`src/rtl/m_wb_pkg.sv`:
```
// m_wb_pkg: shared types and defaults for the M-unit writeback merge.
package m_wb_pkg;
  localparam int DEFAULT_DEPTH = 2;
  typedef struct packed {
    logic        valid;
    logic [4:0]  rd;
    logic [31:0] data;
  } wb_entry_t;
endpackage

```
`src/rtl/m_wb_merge_if.sv`:
```
// m_wb_merge_if: M-unit result, pipeline writeback and register-file port bundle.
interface m_wb_merge_if import m_wb_pkg::*; #(parameter int DEPTH = DEFAULT_DEPTH) ();
  logic                     m_ready;
  logic                     m_wr;
  logic [31:0]              m_result;
  logic [4:0]               m_rd;
  logic                     p_wr_en;
  logic [4:0]               p_rd;
  logic [31:0]              p_data;
  logic                     rf_we;
  logic [4:0]               rf_waddr;
  logic [31:0]              rf_wdata;
  logic                     stall_wb;
  logic                     pending_valid;
  logic [4:0]               pending_rd;
  logic [$clog2(DEPTH):0]   pending_count;
  modport master (
    output m_ready, m_wr, m_result, m_rd, p_wr_en, p_rd, p_data,
    input  rf_we, rf_waddr, rf_wdata, stall_wb, pending_valid, pending_rd, pending_count
  );
  modport slave (
    input  m_ready, m_wr, m_result, m_rd, p_wr_en, p_rd, p_data,
    output rf_we, rf_waddr, rf_wdata, stall_wb, pending_valid, pending_rd, pending_count
  );
endinterface

```
`src/rtl/m_wb_fifo.sv`:
```
// m_wb_fifo: ordered M-result buffer with kill-by-rd; dead entries at the head are skipped.
module m_wb_fifo import m_wb_pkg::*; #(parameter int DEPTH = DEFAULT_DEPTH) (
  input  logic                   clk,
  input  logic                   resetn,
  input  logic                   push,
  input  logic [4:0]             push_rd,
  input  logic [31:0]            push_data,
  input  logic                   pop,
  input  logic                   kill,
  input  logic [4:0]             kill_rd,
  output logic                   head_valid,
  output logic [4:0]             head_rd,
  output logic [31:0]            head_data,
  output logic                   full,
  output logic [$clog2(DEPTH):0] live_count
);
  localparam int PW = $clog2(DEPTH);
  localparam int CW = PW + 1;
  wb_entry_t         mem_q [DEPTH];
  wb_entry_t         mem_d [DEPTH];
  logic [PW-1:0]     rd_ptr_q, rd_ptr_d, wr_ptr_q, wr_ptr_d, head_ptr;
  logic [CW-1:0]     occ_q, occ_d, skip, eff_occ;
  // skip counts killed slots in front of the first live entry; they are freed without a write cycle
  always_comb begin
    skip = occ_q;
    head_valid = 1'b0;
    live_count = '0;
    for (int i = 0; i < DEPTH; i++) begin
      live_count = live_count + CW'(mem_q[i].valid);
      if (!head_valid && CW'(i) < occ_q && mem_q[rd_ptr_q + PW'(i)].valid) begin
        skip = CW'(i);
        head_valid = 1'b1;
      end
    end
    head_ptr = rd_ptr_q + skip[PW-1:0];
    eff_occ = occ_q - skip;
    head_rd = mem_q[head_ptr].rd;
    head_data = mem_q[head_ptr].data;
    full = eff_occ == CW'(DEPTH);
    mem_d = mem_q;
    for (int i = 0; i < DEPTH; i++)
      if (kill && mem_q[i].rd == kill_rd) mem_d[i].valid = 1'b0;
    if (pop) mem_d[head_ptr].valid = 1'b0;
    if (push) mem_d[wr_ptr_q] = '{valid: 1'b1, rd: push_rd, data: push_data};
    rd_ptr_d = head_ptr + PW'(pop);
    wr_ptr_d = wr_ptr_q + PW'(push);
    occ_d = eff_occ - CW'(pop) + CW'(push);
  end
  always_ff @(posedge clk) begin
    if (!resetn) begin
      mem_q <= '{default: '0};
      rd_ptr_q <= '0;
      wr_ptr_q <= '0;
      occ_q <= '0;
    end else begin
      mem_q <= mem_d;
      rd_ptr_q <= rd_ptr_d;
      wr_ptr_q <= wr_ptr_d;
      occ_q <= occ_d;
    end
  end
endmodule

```
`src/rtl/m_wb_merge.sv`:
```
// m_wb_merge: arbitrates one register-file write per cycle between the pipeline and M-unit results.
module m_wb_merge import m_wb_pkg::*; #(parameter int DEPTH = DEFAULT_DEPTH) (
  input logic         clk,
  input logic         resetn,
  m_wb_merge_if.slave bus
);
  logic                   m_acc, p_req, full, head_valid, push, pop, kill;
  logic                   rf_we, stall;
  logic [4:0]             head_rd, rf_waddr;
  logic [31:0]            head_data, rf_wdata;
  logic [$clog2(DEPTH):0] live_count;
  assign m_acc = bus.m_ready && bus.m_wr && bus.m_rd != 5'd0;
  assign p_req = bus.p_wr_en && bus.p_rd != 5'd0;
  m_wb_fifo #(.DEPTH(DEPTH)) u_fifo (
    .clk(clk), .resetn(resetn),
    .push(push), .push_rd(bus.m_rd), .push_data(bus.m_result),
    .pop(pop), .kill(kill), .kill_rd(bus.p_rd),
    .head_valid(head_valid), .head_rd(head_rd), .head_data(head_data),
    .full(full), .live_count(live_count)
  );
  // a performed pipeline write is younger than anything M produced, so it kills matching M results
  always_comb begin
    rf_we = 1'b0;
    rf_waddr = '0;
    rf_wdata = '0;
    stall = 1'b0;
    push = 1'b0;
    pop = 1'b0;
    kill = 1'b0;
    if (resetn) begin
      if (full) begin
        {rf_we, rf_waddr, rf_wdata, pop} = {1'b1, head_rd, head_data, 1'b1};
        push = m_acc;
        stall = p_req;
      end else if (p_req) begin
        {rf_we, rf_waddr, rf_wdata, kill} = {1'b1, bus.p_rd, bus.p_data, 1'b1};
        push = m_acc && bus.m_rd != bus.p_rd;
      end else if (head_valid) begin
        {rf_we, rf_waddr, rf_wdata, pop} = {1'b1, head_rd, head_data, 1'b1};
        push = m_acc;
      end else if (m_acc) begin
        {rf_we, rf_waddr, rf_wdata} = {1'b1, bus.m_rd, bus.m_result};
      end
    end
  end
  assign bus.rf_we = rf_we;
  assign bus.rf_waddr = rf_waddr;
  assign bus.rf_wdata = rf_wdata;
  assign bus.stall_wb = stall;
  assign bus.pending_valid = resetn && head_valid;
  assign bus.pending_rd = (resetn && head_valid) ? head_rd : 5'd0;
  assign bus.pending_count = resetn ? live_count : '0;
endmodule

```
`src/flat_wrapper.sv`:
```
// flat-port wrapper written by rule: the top's interface ports become plain ports
module m_wb_merge_flat import m_wb_pkg::*;
#(parameter int DEPTH = DEFAULT_DEPTH)
  (clk, resetn, bus_m_ready, bus_m_wr, bus_m_result, bus_m_rd, bus_p_wr_en, bus_p_rd, bus_p_data, bus_rf_we, bus_rf_waddr, bus_rf_wdata, bus_stall_wb, bus_pending_valid, bus_pending_rd, bus_pending_count);
  m_wb_merge_if #(.DEPTH(DEPTH)) bus_i ();
  input logic clk;
  input logic resetn;
  input wire logic [$bits(bus_i.m_ready)-1:0] bus_m_ready;
  input wire logic [$bits(bus_i.m_wr)-1:0] bus_m_wr;
  input wire logic [$bits(bus_i.m_result)-1:0] bus_m_result;
  input wire logic [$bits(bus_i.m_rd)-1:0] bus_m_rd;
  input wire logic [$bits(bus_i.p_wr_en)-1:0] bus_p_wr_en;
  input wire logic [$bits(bus_i.p_rd)-1:0] bus_p_rd;
  input wire logic [$bits(bus_i.p_data)-1:0] bus_p_data;
  output wire logic [$bits(bus_i.rf_we)-1:0] bus_rf_we;
  output wire logic [$bits(bus_i.rf_waddr)-1:0] bus_rf_waddr;
  output wire logic [$bits(bus_i.rf_wdata)-1:0] bus_rf_wdata;
  output wire logic [$bits(bus_i.stall_wb)-1:0] bus_stall_wb;
  output wire logic [$bits(bus_i.pending_valid)-1:0] bus_pending_valid;
  output wire logic [$bits(bus_i.pending_rd)-1:0] bus_pending_rd;
  output wire logic [$bits(bus_i.pending_count)-1:0] bus_pending_count;
  assign bus_i.m_ready = bus_m_ready;
  assign bus_i.m_wr = bus_m_wr;
  assign bus_i.m_result = bus_m_result;
  assign bus_i.m_rd = bus_m_rd;
  assign bus_i.p_wr_en = bus_p_wr_en;
  assign bus_i.p_rd = bus_p_rd;
  assign bus_i.p_data = bus_p_data;
  assign bus_rf_we = bus_i.rf_we;
  assign bus_rf_waddr = bus_i.rf_waddr;
  assign bus_rf_wdata = bus_i.rf_wdata;
  assign bus_stall_wb = bus_i.stall_wb;
  assign bus_pending_valid = bus_i.pending_valid;
  assign bus_pending_rd = bus_i.pending_rd;
  assign bus_pending_count = bus_i.pending_count;
  m_wb_merge #(.DEPTH(DEPTH)) u_core (.clk(clk), .resetn(resetn), .bus(bus_i));
endmodule
```
`config.mk`:
```
export PLATFORM = sky130hd
export DESIGN_NAME = m_wb_merge_flat
export DESIGN_NICKNAME = d
export VERILOG_FILES = /design/src/rtl/m_wb_pkg.sv /design/src/rtl/m_wb_merge_if.sv /design/src/rtl/m_wb_fifo.sv /design/src/rtl/m_wb_merge.sv /design/src/flat_wrapper.sv
export SDC_FILE = /design/constraint.sdc
export NUM_CORES = 1
export LEC_CHECK = 0
export ABC_CLOCK_PERIOD_IN_PS = 3400
export CORE_MARGIN = 2
export CORE_UTILIZATION = 42
export CTS_CLUSTER_DIAMETER = 200
export DETAILED_ROUTE_END_ITERATION = 6
export PLACE_DENSITY = 0.86
export SLEW_MARGIN = 15
export SYNTH_ARGS = -nofsm -noshare
export SYNTH_HDL_FRONTEND = slang
export SYNTH_SLANG_ARGS = --single-unit
```
`constraint.sdc`:
```
create_clock -name clk -period 3.4 [get_ports clk]
set_input_delay 0.68 -clock clk [delete_from_list [all_inputs] [get_ports clk]]
set_output_delay 0.68 -clock clk [all_outputs]
set_load 0.005 [all_outputs]
```
Word level (Yosys, flattened, before mapping). Cells that the tools add are included.

Register bits: 80. Input port bits: 79. Word-level logic and storage cells: 101.

$add $sub $neg: 8. Order comparisons: 8. Eq/ne operators: 4. Multiplexer cells: 53. Bitwise operators: 4. Reduce and logical (&&, ||, !) cells: 15.

Operator list (count): two-way mux 38 bit (8); two-way mux 32 bit (5); bitwise mux 76 bit (2); two-way mux 76 bit (2); two-way mux 37 bit (3); demux 38 bit (select 1 bit) (2); two-way mux 5 bit (6); two-way mux 1 bit (22); logical AND 1 bit (12); equality test 5 bit (2); nonzero test 5 bit (2); >= comparator 2 bit (second input constant) (4); inverter 1 -> 2 bit (4); two-way mux 2 bit (3); inequality test 5 bit (1); < comparator 1 x 2 -> 1 bit (first input constant) (2); < comparator 2 x 1 -> 1 bit (second input constant) (2); adder 1 bit (3); adder 1 x 1 -> 2 bit (1); adder 2 x 1 -> 2 bit (1); equality test 2 bit (second input constant) (1); subtractor 2 x 1 -> 2 bit (1); subtractor 2 bit (1); adder 1 bit (second input constant) (1); zero test 1 bit (1).

Longest topological paths before layout.
Depth after elaboration: 20. Depth in mapped cells: 16. Mapped depth without buffers: 15.

Cells and area by module. From an unflattened synthesis, not the netlist that was laid out.

Cells, all modules: 684. Area total of the unflattened synthesis: 5656.7 sq um.

By module, submodules not included: m_wb_fifo (times used 1, cells each 429, area each 4033.9 sq um); m_wb_merge (times used 1, cells each 255, area each 1622.8 sq um).

Worst setup path after synthesis. Ideal clock, no wire load.

Path kind: reg-to-reg. Start point: register u_core.u_fifo.mem_q[75] (netlist bit). End point: register u_core.u_fifo.mem_q[44] (netlist bit). Library setup time: 59 ps. Arrival time: 3234 ps. Data required time: 3341 ps. Setup slack: 107 ps. Cell stages (with the launch flop): 14. Path buffers: 2. Path through: dfxtp_1 o21ai_0 a21boi_0 ha_1 o211ai_1 o211ai_4 nor4_2 or2_2 inv_1 ha_1 nor2b_1 buf_1 clkbuf_1 a22o_1.

Longest elaborated chain between the ends: 16. Elaborated cells between the ends (all ways): 31.

Ends and longest elaborated chain: start, declared (line m_wb_fifo.sv:19) `wb_entry_t mem_q [DEPTH];`; start signal, assigned (line m_wb_fifo.sv:56) `mem_q <= mem_d;`; two-way mux 38 bit (implied by the code) (3 in a row) (line m_wb_fifo.sv:30) `if (!head_valid && CW'(i) < occ_q && mem_q[rd_ptr_q + PW'(i)].valid) begin`; logical AND 1 bit (line m_wb_fifo.sv:30); two-way mux 1 bit (line m_wb_fifo.sv:30); zero test 1 bit (line m_wb_fifo.sv:30); logical AND 1 bit (2 in a row) (line m_wb_fifo.sv:30); two-way mux 2 bit / two-way mux 1 bit (equally long branches) (line m_wb_fifo.sv:30); subtractor 2 bit (tied with other cells) (line m_wb_fifo.sv:36) `eff_occ = occ_q - skip;`; equality test 2 bit (tied with other cells) (line m_wb_fifo.sv:39) `full = eff_occ == CW'(DEPTH);`; two-way mux 1 bit / demux 38 bit (select 1 bit) (equally long branches) (line m_wb_merge.sv:31, m_wb_fifo.sv:43); two-way mux 1 bit / bitwise mux 76 bit (equally long branches) (line m_wb_merge.sv:30, m_wb_fifo.sv:43); two-way mux 76 bit (line m_wb_fifo.sv:43) `if (pop) mem_d[head_ptr].valid = 1'b0;`; bitwise mux 76 bit (line m_wb_fifo.sv:44) `if (push) mem_d[wr_ptr_q] = '{valid: 1'b1, rd: push_rd, data: push_data};`; two-way mux 76 bit (*) (line m_wb_fifo.sv:44).

Every way passes the cells marked *; elsewhere a longest branch is shown, timed or not. The select of a mux whose other input is x is not followed. A chain may end at the register's enable or synchronous reset.

Worst setup path after layout.
Start point: input bus_p_rd[1]. End point: output bus_rf_waddr[3].

Longest elaborated chain between the ends: 5.

Ends and longest elaborated chain: start, declared (line flat_wrapper.sv:13) `input wire logic [$bits(bus_i.p_rd)-1:0] bus_p_rd;`; nonzero test 5 bit (line m_wb_merge.sv:13) `assign p_req = bus.p_wr_en && bus.p_rd != 5'd0;`; logical AND 1 bit (line m_wb_merge.sv:13); two-way mux 5 bit (line m_wb_merge.sv:35) `end else if (p_req) begin`; two-way mux 5 bit (line m_wb_merge.sv:31) `if (full) begin`; two-way mux 5 bit (line m_wb_merge.sv:30) `if (resetn) begin`; end, declared (line flat_wrapper.sv:16) `output wire logic [$bits(bus_i.rf_waddr)-1:0] bus_rf_waddr;`.

Every way passes these cells.

==> out/metrics.cfg <==
[floorplan]
initial_utilization_pct = 43.13
die-area_um2 = 10280
dieHeight_um = 101.4
die_width_um = 101.4
core_area_um2 = 9240
ios = 126
rows = 35

[timing]
fmax_mhz = 294.6
period_needed_ns = 3.395
finalSetupViolations = 0
maxSlewHeadroom_pct = 57.11
report.final.slew_viol_count = 0
worst_pin_slew_ns = 0.6367
hold_viol_final = 0
post-route-period-util_pct = 99.85
rsz0062_at_grt = true
finalSetupTns_ns = 0
skew_ns = 0.007830

[pwr]
powerDensity_nw_per_um2 = 398.8
max-vdd-ir-drop_uv = 215.1
p_leak_nw = 2.665
power.total_mw = 2.459

[setup_path]
worstSetupEndpointType = primary output
cp_data_required_time_ns = 2.72
critPathKind = input pin to primary output
crit_arrival_ns = 2.71
worstPathMaxFanout = 3
worst_setup_path_start_kind = input pin
rrSetupSlack_ns = 0.15

[cells_and_area]
final_layout_size_suffix_gt1_share_pct = 24.06
fin_area_um2 = 6166
diodes = 0
syn2layout_area_growth_pct = 54.73
final_util_pct = 66.73
nets = 642

[drt]
wire_per_inst_um = 20.30
drtIter0Drc = 272
ant_nets = 0
vias_per_cell = 6.071
vias = 4189
drc = 0
drtPass1Iterations = 5
finalWirelength_um = 14010

[cts]
cts-root-buf = clkbuf_8
clock_latency_ns = 0.35
clkSinkCount = 80
clkTransAtPathRegs_ns = 0.08
cts_buffer_depth = 2
cts_tree = done
ctsHtreeMaxLevel = 3
cts_made_buffers = 9

[yosys]
synth.top_cell.area_share_pct = 40.19
synth_area_leader_cell = dfxtp_1
synth_edf_count = 0
synth_cell_type_count = 42
synthTopCellsByArea = dfxtp_1, a22o_1, mux2i_1
synth_flop_cell = dfxtp_1
ys_seq_area_share_pct = 40.19
avgSynthCellArea_um2 = 10.04
syn_nets = 482
synth.cell_area_um2 = 3985
ys_ff_latch = 80
synth_cells = 397
ys_warn_count = 0
synthArstFlopShare_pct = 0

[flow_run]
cap_violations = 0

[placed_design]
routabilityCongestion = 0.8834
hpwl_um = 8592
io_buffers = 125
placed_area_um2 = 5685

[global_routing]
grt_pass1_vias = 4146
grt.overflow.total = 0
gr-usage-all-layers_pct = 26.30
grt_pass1_wl_um = 21180
antenna_found_initial = 0
grt_max_degree = 38

[min_path]
hold_class = register to register

[outcome]
outcome = finished, final reports clean

path summary, 6_finish.rpt:
check / startpoint / to / depth (start not counted)
worst max-delay path: bus_p_rd[1] / bus_rf_waddr[3] / 8
worst min-delay path: u_core.u_fifo.mem_q[23] / u_core.u_fifo.mem_q[23] / 1
worst max register to register: u_core.u_fifo.rd_ptr_q / u_core.u_fifo.occ_q[1] / 17
worst min register to register: u_core.u_fifo.mem_q[23] / u_core.u_fifo.mem_q[23] / 1
cell type report:
cell class / count / area (um^2)
Inverter: 7 / 26.28
Timing Repair Buffer: 184 / 1836
Sequential cell: 80 / 1604
Tap cell: 129 / 161.4
Clock inverter: 5 / 81.33
Fill cell: 690 / 3074
Clock buffer: 10 / 127.6
Multi-Input combinational cell: 275 / 2330
registers in the layout (all words and copies together), names as in the netlist:
name	cells
u_core.u_fifo.mem_q	76
u_core.u_fifo.rd_ptr_q	1
u_core.u_fifo.occ_q	2
u_core.u_fifo.wr_ptr_q	1
where the power goes:
group / internal [mW] / total (mW) / switching (mW)
Clock: 0.411 / 0.758 / 0.346
Combinational: 0.378 / 0.730 / 0.352
Sequential: 0.952 / 0.971 / 0.0189
Total: 1.74 / 2.46 / 0.718
cell usage after synthesis, drive strengths merged (6+ instances only):
cell,instances
dfxtp,80
a22o,75
mux2i,38
a22oi,30
o22ai,30
clkbuf,19
buf,16
nand2,10
xor2,10
nor2,9
a21oi,8
o21ai,8
xnor2,8
inv,7
ha,6
repair_timing:
action / 4_1_cts / 5_1_grt
setup endpoints to repair: 39 / 113
gates resized for setup: 163 / 21
hold buffers: 0 / 0
buffers inserted: 7 / 5
pin swaps: 6 / 8
cloned: 5 / 0
per-layer routing:
metal / wire [um] / part of all wire [%] / global-route usage, %
met5: 0 / 0 / 0
met4: 303 / 2.2 / 9.667
met3: 1289 / 9.2 / 5.866
met2: 6924 / 49 / 43.96
met1: 5491 / 39 / 33.30
cells by family (layout without fill, tap and decap cells):
logic type,count (synthesis),count (layout),synth area share [%]
fa+ha+maj,6,6,1.884
buf+inv,42,206,4.804
flops,80,80,40.19
xor+xnor,18,18,3.956
mux,38,38,9.545
compound gates,171,171,33.22
simple gates,42,42,6.405
cell usage in the layout, fill, tap and decap left out, types with 2 or more instances in the layout:
| master | n |
|---|---|
| nand2_1 | 8 |
| o21ai_0 | 6 |
| a221o_1 | 2 |
| dlymetal6s2s_1 | 2 |
| ha_1 | 6 |
| inv_1 | 7 |
| and2_1 | 4 |
| o211ai_1 | 3 |
| o22ai_2 | 5 |
| clkbuf_8 | 9 |
| dlygate4sd2_1 | 10 |
| buf_16 | 5 |
| xnor2_1 | 8 |
| dfxtp_2 | 2 |
| buf_4 | 33 |
| nor2_1 | 7 |
| a21oi_1 | 6 |
| buf_6 | 9 |
| xor2_1 | 10 |
| a22o_1 | 75 |
| buf_2 | 27 |
| mux2i_1 | 37 |
| a22oi_2 | 3 |
| clkdlybuf4s15_2 | 4 |
| a22oi_1 | 27 |
| buf_12 | 11 |
| dfxtp_1 | 78 |
| and3_1 | 3 |
| nor2b_2 | 2 |
| a21oi_2 | 2 |
| bufinv_16 | 2 |
| clkdlybuf4s50_1 | 82 |
| a211oi_1 | 4 |
| o22ai_1 | 25 |
stage by stage:
stage / worst slack, ns / hold slack (ns) / instances
2_1_floorplan: 0.1072 / 0.4486 / 397
3_3_place_gp: -0.3908 / 0.4596 / 659
3_5_place_dp: -0.4042 / 0.4634 / 659
4_1_cts: -0.08534 / 0.4860 / 686
5_1_grt: -0.08351 / 0.4958 / 690
6_report: 0.005055 / 0.4837 / 690
worst max-delay path, cell delays in order:
cell	delay [ns]
dlygate4sd2_1	0.25
or4_4	0.58
o21a_4	0.25
buf_4	0.15
a311o_1	0.33
o311ai_1	0.12
a21oi_1	0.07
dlygate4sd2_1	0.28
No activity file was read; power rests on OpenSTA's default activity.
